`config.mk`:
```
export PLATFORM = sky130hd
export DESIGN_NAME = pll_mc_fix
export DESIGN_NICKNAME = d
export VERILOG_FILES = /design/src/rtl/pll_mc_fix.sv
export SDC_FILE = /design/constraint.sdc
export NUM_CORES = 2
export LEC_CHECK = 0
export BUFFER_PORTS_ARGS = -buffer_cell sky130_fd_sc_hd__buf_2
export CORE_ASPECT_RATIO = 1.75
export CORE_MARGIN = 2
export CORE_UTILIZATION = 50
export DETAILED_ROUTE_END_ITERATION = 10
export PLACE_DENSITY_LB_ADDON = 0.2
export SKIP_CTS_REPAIR_TIMING = 1
export SLEW_MARGIN = 15
export SYNTH_ARGS = -nofsm -noshare
export SYNTH_HDL_FRONTEND = slang
export SYNTH_SLANG_ARGS = --single-unit
```
`constraint.sdc`:
```
create_clock -name clk -period 20.2 [get_ports clk]
set_input_delay 4.04 -clock clk [delete_from_list [all_inputs] [get_ports clk]]
set_output_delay 4.04 -clock clk [all_outputs]
set_load 0.05 [all_outputs]
```
`src/rtl/pll_mc_fix.sv`:
```
// Time-multiplexed fixed-point SRF-PLL: NCH three-phase channels share one multiplier.
// Each step runs Clarke/Park error, clamped PI filter and phase accumulation per channel.
module pll_mc_fix #(
  parameter int                NCH   = 3,
  parameter int                W     = 32,
  parameter int                FRAC  = 16,
  parameter logic signed [W-1:0] KP    = 32'sh0000_4000,
  parameter logic signed [W-1:0] KI    = 32'sh0000_0100,
  parameter logic signed [W-1:0] W_NOM = 32'sh0100_0000,
  parameter logic signed [W-1:0] W_MAX = 32'sh0200_0000,
  parameter logic signed [W-1:0] W_MIN = 32'sh0000_0000,
  parameter logic signed [W-1:0] I_LIM = 32'sh0100_0000
) (
  input  logic             clk,
  input  logic             rst,
  input  logic             rst_user,
  input  logic             sta,
  input  logic [NCH*W-1:0] va,
  input  logic [NCH*W-1:0] vb,
  input  logic [NCH*W-1:0] vc,
  output logic             sc_req,
  output logic [W-1:0]     sc_phase,
  input  logic             sc_ack,
  input  logic [W-1:0]     sc_sin,
  input  logic [W-1:0]     sc_cos,
  output logic [NCH*W-1:0] theta,
  output logic [NCH*W-1:0] frequence,
  output logic [NCH*W-1:0] sin,
  output logic [NCH*W-1:0] cos,
  output logic             busy,
  output logic             overrun,
  output logic             done_sig
);
  localparam int KW = (NCH > 1) ? $clog2(NCH) : 1;
  localparam int WX = W + 2;
  localparam int W2 = 2 * W;

  function automatic longint unsigned isqrt(input longint unsigned n);
    longint unsigned r;
    r = 64'd0;
    for (int b = 31; b >= 0; b--) begin
      if (((r | (64'd1 << b)) * (r | (64'd1 << b))) <= n) r = r | (64'd1 << b);
    end
    return r;
  endfunction

  // Rounded constants: 2*sqrt(4^FRAC/3) is taken at double resolution and halved with rounding.
  localparam logic signed [W-1:0] INV3  = W'(((64'd1 << FRAC) + 64'd1) / 64'd3);
  localparam logic signed [W-1:0] ISQ3  = W'((isqrt((64'd4 << (2 * FRAC)) / 64'd3) + 64'd1) >> 1);
  localparam logic signed [W-1:0] ONE   = W'(64'd1 << FRAC);
  localparam logic signed [W-1:0] SMAX  = {1'b0, {(W-1){1'b1}}};
  localparam logic signed [W-1:0] SMIN  = {1'b1, {(W-1){1'b0}}};
  localparam logic signed [W-1:0] I_NEG = -I_LIM;

  function automatic logic signed [W-1:0] sat(input logic signed [W2-1:0] x);
    if (x > W2'(SMAX)) return SMAX;
    if (x < W2'(SMIN)) return SMIN;
    return W'(x);
  endfunction

  function automatic logic signed [W-1:0] clamp(input logic signed [W-1:0] x,
                                                input logic signed [W-1:0] lo,
                                                input logic signed [W-1:0] hi);
    if (x > hi) return hi;
    if (x < lo) return lo;
    return x;
  endfunction

  typedef enum logic [3:0] {
    S_IDLE, S_LOAD, S_DIFF, S_MUL_A, S_MUL_B, S_MUL_C, S_MUL_D,
    S_ERR, S_PI_I, S_PI_P, S_PHASE, S_SC, S_NEXT, S_DONE
  } state_t;

  state_t              r_state, w_next;
  logic [KW-1:0]       r_k;
  logic signed [W-1:0] r_va, r_vb, r_vc, r_s, r_d, r_alpha, r_beta, r_ac, r_bs, r_err;
  logic signed [W-1:0] r_integ [NCH];
  logic signed [W-1:0] r_freq  [NCH];
  logic signed [W-1:0] r_sin   [NCH];
  logic signed [W-1:0] r_cos   [NCH];
  logic [W-1:0]        r_theta [NCH];
  logic [W-1:0]        r_sc_phase;
  logic                r_overrun;

  logic signed [W-1:0]  w_mul_a, w_mul_b, w_mul, w_s, w_d, w_err, w_integ, w_omega;
  logic signed [W2-1:0] w_prod;
  logic signed [WX-1:0] w_s_wide, w_d_wide, w_err_wide, w_integ_wide, w_omega_wide;
  logic [W-1:0]         w_theta;

  // Operand select for the single shared multiplier.
  always_comb begin
    w_mul_a = '0;
    w_mul_b = '0;
    case (r_state)
      S_MUL_A: begin w_mul_a = r_s;     w_mul_b = INV3;       end
      S_MUL_B: begin w_mul_a = r_d;     w_mul_b = ISQ3;       end
      S_MUL_C: begin w_mul_a = r_alpha; w_mul_b = r_cos[r_k]; end
      S_MUL_D: begin w_mul_a = r_beta;  w_mul_b = r_sin[r_k]; end
      S_PI_I:  begin w_mul_a = r_err;   w_mul_b = KI;         end
      S_PI_P:  begin w_mul_a = r_err;   w_mul_b = KP;         end
      default: ;
    endcase
  end

  assign w_prod       = w_mul_a * w_mul_b;
  assign w_mul        = sat(w_prod >>> FRAC);
  assign w_s_wide     = (WX'(r_va) <<< 1) - WX'(r_vb) - WX'(r_vc);
  assign w_d_wide     = WX'(r_vc) - WX'(r_vb);
  assign w_err_wide   = WX'(r_ac) - WX'(r_bs);
  assign w_integ_wide = WX'(r_integ[r_k]) + WX'(w_mul);
  assign w_omega_wide = WX'(W_NOM) + WX'(w_mul) + WX'(r_integ[r_k]);
  assign w_s          = sat(W2'(w_s_wide));
  assign w_d          = sat(W2'(w_d_wide));
  assign w_err        = sat(W2'(w_err_wide));
  assign w_integ      = clamp(sat(W2'(w_integ_wide)), I_NEG, I_LIM);
  assign w_omega      = clamp(sat(W2'(w_omega_wide)), W_MIN, W_MAX);
  assign w_theta      = r_theta[r_k] + r_freq[r_k];

  always_comb begin
    w_next   = r_state;
    sc_req   = 1'b0;
    busy     = 1'b1;
    done_sig = 1'b0;
    case (r_state)
      S_IDLE:  begin busy = 1'b0; if (sta) w_next = S_LOAD; end
      S_LOAD:  w_next = S_DIFF;
      S_DIFF:  w_next = S_MUL_A;
      S_MUL_A: w_next = S_MUL_B;
      S_MUL_B: w_next = S_MUL_C;
      S_MUL_C: w_next = S_MUL_D;
      S_MUL_D: w_next = S_ERR;
      S_ERR:   w_next = S_PI_I;
      S_PI_I:  w_next = S_PI_P;
      S_PI_P:  w_next = S_PHASE;
      S_PHASE: w_next = S_SC;
      S_SC:    begin sc_req = 1'b1; if (sc_ack) w_next = S_NEXT; end
      S_NEXT:  w_next = (r_k == KW'(NCH - 1)) ? S_DONE : S_LOAD;
      S_DONE:  begin busy = 1'b0; done_sig = 1'b1; w_next = S_IDLE; end
      default: w_next = S_IDLE;
    endcase
  end

  always_ff @(posedge clk) begin
    if (rst) begin
      r_state    <= S_IDLE;
      r_k        <= '0;
      r_overrun  <= 1'b0;
      r_sc_phase <= '0;
      for (int i = 0; i < NCH; i++) begin
        r_theta[i] <= '0;
        r_integ[i] <= '0;
        r_freq[i]  <= W_NOM;
        r_sin[i]   <= '0;
        r_cos[i]   <= ONE;
      end
    end else begin
      // Any sta outside IDLE, including the DONE cycle, is dropped and flagged.
      if (sta && (r_state != S_IDLE)) r_overrun <= 1'b1;
      if (rst_user) begin
        r_state <= S_IDLE;
        for (int i = 0; i < NCH; i++) begin
          r_theta[i] <= '0;
          r_integ[i] <= '0;
          r_freq[i]  <= W_NOM;
          r_sin[i]   <= '0;
          r_cos[i]   <= ONE;
        end
      end else begin
        r_state <= w_next;
        case (r_state)
          S_IDLE:  if (sta) r_k <= '0;
          S_LOAD:  begin
            r_va <= va[r_k*W +: W];
            r_vb <= vb[r_k*W +: W];
            r_vc <= vc[r_k*W +: W];
          end
          S_DIFF:  begin r_s <= w_s; r_d <= w_d; end
          S_MUL_A: r_alpha <= w_mul;
          S_MUL_B: r_beta  <= w_mul;
          S_MUL_C: r_ac    <= w_mul;
          S_MUL_D: r_bs    <= w_mul;
          S_ERR:   r_err   <= w_err;
          S_PI_I:  r_integ[r_k] <= w_integ;
          S_PI_P:  r_freq[r_k]  <= w_omega;
          S_PHASE: begin r_theta[r_k] <= w_theta; r_sc_phase <= w_theta; end
          S_SC:    if (sc_ack) begin r_sin[r_k] <= sc_sin; r_cos[r_k] <= sc_cos; end
          S_NEXT:  if (r_k != KW'(NCH - 1)) r_k <= r_k + 1'b1;
          default: ;
        endcase
      end
    end
  end

  assign sc_phase = r_sc_phase;
  assign overrun  = r_overrun;

  for (genvar g = 0; g < NCH; g++) begin : g_out
    assign theta[g*W +: W]     = r_theta[g];
    assign frequence[g*W +: W] = r_freq[g];
    assign sin[g*W +: W]       = r_sin[g];
    assign cos[g*W +: W]       = r_cos[g];
  end

endmodule

```
* Yosys cells after proc, flatten, opt, wreduce, memory -nomap -nowiden
Memory sizes are Yosys's and may differ from the RTL's. A register that Yosys moved wholly into a read port is not among the register bits.
Index checks and enable logic that the tools add are counted.
** Cells by class
- Order comparisons :: 16
- Mux-type cells :: 130
- Reduce and logical (&&, ||, !) cells :: 22
- Multiply operators :: 1
- Bitwise gates (word level) :: 17
- Shifts and indexed selects :: 3
- $add $sub $neg :: 9
- Divide/modulo/power cells :: 0
- Equality and inequality tests :: 18
** Operators with widths (count)
- $mux W32 :: 52
- $shiftx A96 B8 Y32 :: 3
- $pmux W32 S6 :: 1
- $pmux W32 S5 :: 1
- $reduce_or A32 Y1 :: 5
- $gt A33 B32 Y1 const B :: 3
- $lt A33 B32 Y1 const B :: 3
- $gt A34 B32 Y1 const B :: 2
- $lt A34 B32 Y1 const B :: 2
- $sub A32 B32 Y33 :: 2
- $mul A32 B32 Y64 :: 1
- $mux W1 :: 54
- $pmux W4 S13 :: 1
- $gt A48 B32 Y1 const B :: 1
- $lt A48 B32 Y1 const B :: 1
- $add A33 B32 Y34 :: 1
- $mux W2 :: 17
- $sub A33 B32 Y34 :: 1
- $sub A34 B32 Y34 :: 1
- $add A26 B32 Y33 const A :: 1
- $add A32 B32 Y33 :: 1
- $add A32 B32 Y32 :: 1
- $gt A32 B26 Y1 const B :: 1
- $gt A32 B27 Y1 const B :: 1
- 21 further kinds :: 59
** Word-level totals
- Flip-flop bits (word level) :: 359
- Memory bits (read-only) :: 0
- Memory bits (writable) :: 480
- Latch bits :: 0
- Logic and storage cells :: 235
- Output and inout bits :: 420
- Memories :: 5
- Input bits :: 357
** Memories
- r_cos :: words 3, bits a word 32, read ports 4, clocked after Yosys merged registers in 1, write ports 3, RTL line 80 : logic signed [W-1:0] r_cos [NCH];
- r_freq :: words 3, bits a word 32, read ports 4, clocked after Yosys merged registers in 1, write ports 3, RTL line 78 : logic signed [W-1:0] r_freq [NCH];
- r_integ :: words 3, bits a word 32, read ports 1, clocked after Yosys merged registers in 1, write ports 3, RTL line 77 : logic signed [W-1:0] r_integ [NCH];
- r_sin :: words 3, bits a word 32, read ports 4, clocked after Yosys merged registers in 1, write ports 3, RTL line 79 : logic signed [W-1:0] r_sin [NCH];
- r_theta :: words 3, bits a word 32, read ports 4, clocked after Yosys merged registers in 1, write ports 3, RTL line 81 : logic [W-1:0] r_theta [NCH];

* Longest topological paths before layout
- Depth in word-level cells :: 22
- Gate-level depth with buffers :: 63
- Gate-level depth less buffers :: 53

* Worst setup path before layout
Ideal clock, no wire load.
- Path type :: register to register
- From :: reg with a tool-made name
- To :: mem r_integ[3][10] (data pin)
- Clock period less this slack :: 15.628 ns
- Arrival :: 15.358 ns
- Path slack :: 4.572 ns
- Path buffers :: 8
- Setup time :: 0.270 ns
- Cell stages (with the launch flop) :: 55
- Cell sequence :: dfxtp_1 > buf_6 > buf_1 > buf_1 > mux4_2 > a221o_1 > clkbuf_1 > nand2_1 > inv_1 > fa_1 > fa_1 > fa_1 > inv_1 > fa_1 > inv_1 > fa_1 > fa_1 > inv_1 > [... 19 more ...] > a31oi_1 > o21ai_1 > a31oi_1 > nor4_1 > o21ai_0 > o21ai_1 > a31o_2 > nand4b_1 > a31oi_1 > mux2_2 > nor3_1 > nand4_1 > ha_1 > or2_1 > clkbuf_1 > clkbuf_1 > clkbuf_1 > nor3_1
** RTL lines (RTL line)
- end, declared :: 77

==> results.md <==
* Status: finished, final reports clean
* All-Layer GR Usage at 0.389
* Die extent in y at around 560 um
* CP Capture Type: register
* Crit path largest cell delay at 1.09 ns
* Setup-failing EPs final at 0
* Number of I/O port buffers at a little under 800
* Top Ports at 777
* Rel. slew slack at 0.150
* Commonest non-fill, non-tap cells in the layout: inv_1, fa_1, edfxtp_1
* Synth warn at 0
* Syn Inst Count at about 8500
* Vias in the first global route at between 70000 and 80000
* Arrival @ worst endpoint at 18.87 ns
* Initial Utilization at 0.503
* DR pass1 iterations at 6
* Crit path top cell by count: fa_1
* Initial DRC count at between 6000 and 7000
* Clock root cell: clkbuf_16
* Die footprint at 0.183 mm2
* VDD IR max at ~0.077 mV
* Via count at a little over 70000
* WL per Instance at between 30 and 40 um
* Worst Skew at 0.0373 ns
* First-pass GRT wire length at 503000 um
* Post-route clock period utilization at 0.915
* Distinct cell type count after synthesis at 90
* Dpl cells at about 11000
* Number of synthesized flops with an enable pin at around 960
* Hold_ws at 0.460 ns
* Final core occ at 0.560
* Worst-path cell with the longest stage delay: fa_1
* Clk sink count at between 900 and 1000
* Skew-Pair Late Insertion Delay at around 0.72 ns
* Largest net degree at the start of global routing at between 100 and 150
* Worst-path fanout max at between 50 and 60
* Max-slew violation count at 0
* Antenna violations before repair at 49
* Share of post-route cells with drive strength above 1 at 0.149
* Setup tns final at 0 ns
* Setup ws final at around 1.7 ns
* Clock slew at reported path FFs at around 0.07 ns
* CTS tree: yes
* Most common cell after layout, fill and taps aside: inv_1
* Crit path launch type: register
* Row cnt at about 210
* Clock buffer count from CTS at 95
* WHS Path Cells at 2
* Core area at 0.178 mm2
* Critical path type: reg2reg
* Worst Hold Class: reg2reg
* Final Net Count at approximately 11000
* Final Wtd Congestion at ~1.1
* Final Hold Fails at 0
* FF-to-FF path depth at slightly above 50
* MaxCap Viol Count at 0
* FMAX at approximately 54 MHz
* Yosys reg bits at 997
* Async set-reset flop share out of synthesis at 0
* Placement Setup Slack at 2.00 ns
* Syn Area/Cell at 10.6 um2
* Worst EP required at between 20 and 25 ns
* LEAKAGE at 44.2 nW
* Seq/Total Area, Yosys at 0.330
* Vias per cell at roughly 6.1
* Die X at 324 um
* DRC at 0
* Drt total wl at between 300000 and 400000 um
* CTS H-tree lvls at 3
* RSZ-0062 raised after global routing: no
* Total power per unit cell area at roughly 47 mW/mm2
* Final Non-Filler Cells at between 10000 and 15000
* Synthesis-to-layout area growth at 11.3%
* Post-synth top flop: edfxtp_1
* Antenna Nets Post-Route at 0
* Post-route minimum period at 18.48 ns
* Gr ovfl total at 0
* CTS Buffer Depth at 3
* Synthesized area at about 0.090 mm2
* Tightest Pin Transition at ~1.3 ns
* Post-DP HPWL at around 270000 um
[final cells by class]
class / instances / area (um2)
Inverter: 1228 / 4610
Fill cell: 15700 / 78300
Sequential cell: 997 / 29500
Clock inverter: 48 / 534
Antenna cell: 36 / 90.1
Multi-Input combinational cell: 5788 / 54100
Timing Repair Buffer: 949 / 5270
Clock buffer: 130 / 2630
Tap cell: 2380 / 2980
[cell usage after synthesis (12+ instances only)]
master | count | area, um2
a21oi_1 | 348 | 1740
o21ai_0 | 219 | 1100
nand2_1 | 832 | 3120
xnor2_1 | 137 | 1200
o21bai_1 | 51 | 383
a21boi_0 | 15 | 113
clkbuf_1 | 417 | 1570
xor2_1 | 78 | 683
mux2_2 | 21 | 236
a22oi_1 | 40 | 300
nor4_1 | 104 | 651
nor3_1 | 190 | 951
nor2_1 | 844 | 3170
a211oi_1 | 24 | 180
a31oi_1 | 42 | 263
and2_1 | 51 | 319
buf_1 | 43 | 161
maj3_1 | 12 | 120
mux2i_1 | 124 | 1240
ha_1 | 411 | 5140
nand2b_1 | 77 | 482
mux4_2 | 139 | 3130
o211ai_1 | 17 | 128
nand3_1 | 57 | 285
and4_1 | 32 | 280
or2_2 | 23 | 144
or3_1 | 22 | 138
dfxtp_1 | 41 | 821
a21o_1 | 165 | 1240
o21a_1 | 32 | 240
nor2b_1 | 26 | 163
and3_1 | 221 | 1380
o22ai_1 | 17 | 106
inv_1 | 1228 | 4610
fa_1 | 1147 | 23000
nand4_1 | 62 | 388
edfxtp_1 | 956 | 28700
[worst paths after layout]
path	startpoint	endpoint	slack (ns)
setup / recovery	r_state[2]	r_integ[0][17]	1.72
hold / removal	sc_phase[30]	sc_phase[30]	0.46
setup reg to reg	r_state[2]	r_integ[0][17]	1.72
hold reg to reg	sc_phase[30]	sc_phase[30]	0.46
[cells by family (layout without fill, tap and decap cells)]
logic type | count (synthesis) | after routing | share of synthesized area
DFF | 997 | 997 | 0.330
adders and majority gates | 1570 | 1570 | 0.315
and+or+nand+nor | 2593 | 2593 | 0.133
xor gates and xnor gates | 215 | 215 | 0.0210
muxes | 284 | 284 | 0.0514
buffers and inverters | 1700 | 2355 | 0.0716
AOI/OAI and AO/OA | 1103 | 1103 | 0.0781
other | 1 | 59 | 0.0000419
[worst max-delay path: cells and delay by family, from the launching register on]
kind	cells	cell delay (ns)
xor+xnor	1	0.15
mux	1	0.45
fa+ha+maj	11	5.70
buf+inv	9	2.25
simple gates	9	3.20
flops	1	1.07
compound gates	20	5.31
[routing by layer]
layer / wire length (um) / GRT usage / vias to the layer above
met5: 117 / 0 / -
met4: 41900 / 0.367 / 16
met3: 34600 / 0.117 / 1557
met2: 169000 / 0.646 / 4260
met1: 104000 / 0.384 / 35400
li1: - / - / 29400
[where the power goes]
part,switching (mW),internal [mW]
logic,0.359,0.130
clock network,0.822,1.02
registers,0.0291,2.30
total,1.21,3.46
[state kept, by name, summed over array words and instances (netlist names), 124 cells and up, named ones only]
| register | flops |
|---|---|
| r_cos | 128 |
| r_integ | 128 |
| r_sin | 128 |
| r_theta | 128 |
| r_freq | 124 |
[through the flow]
step | total power [mW] | instance area [um2]
2_1_floorplan | 2.67 | 89700
3_3_place_gp | 2.85 | 96400
3_5_place_dp | 2.86 | 96400
4_1_cts | 4.67 | 99600
5_1_grt | 4.78 | 99700
6_report | 4.67 | 99700
Note: power is estimated with default switching activity, not from simulation.
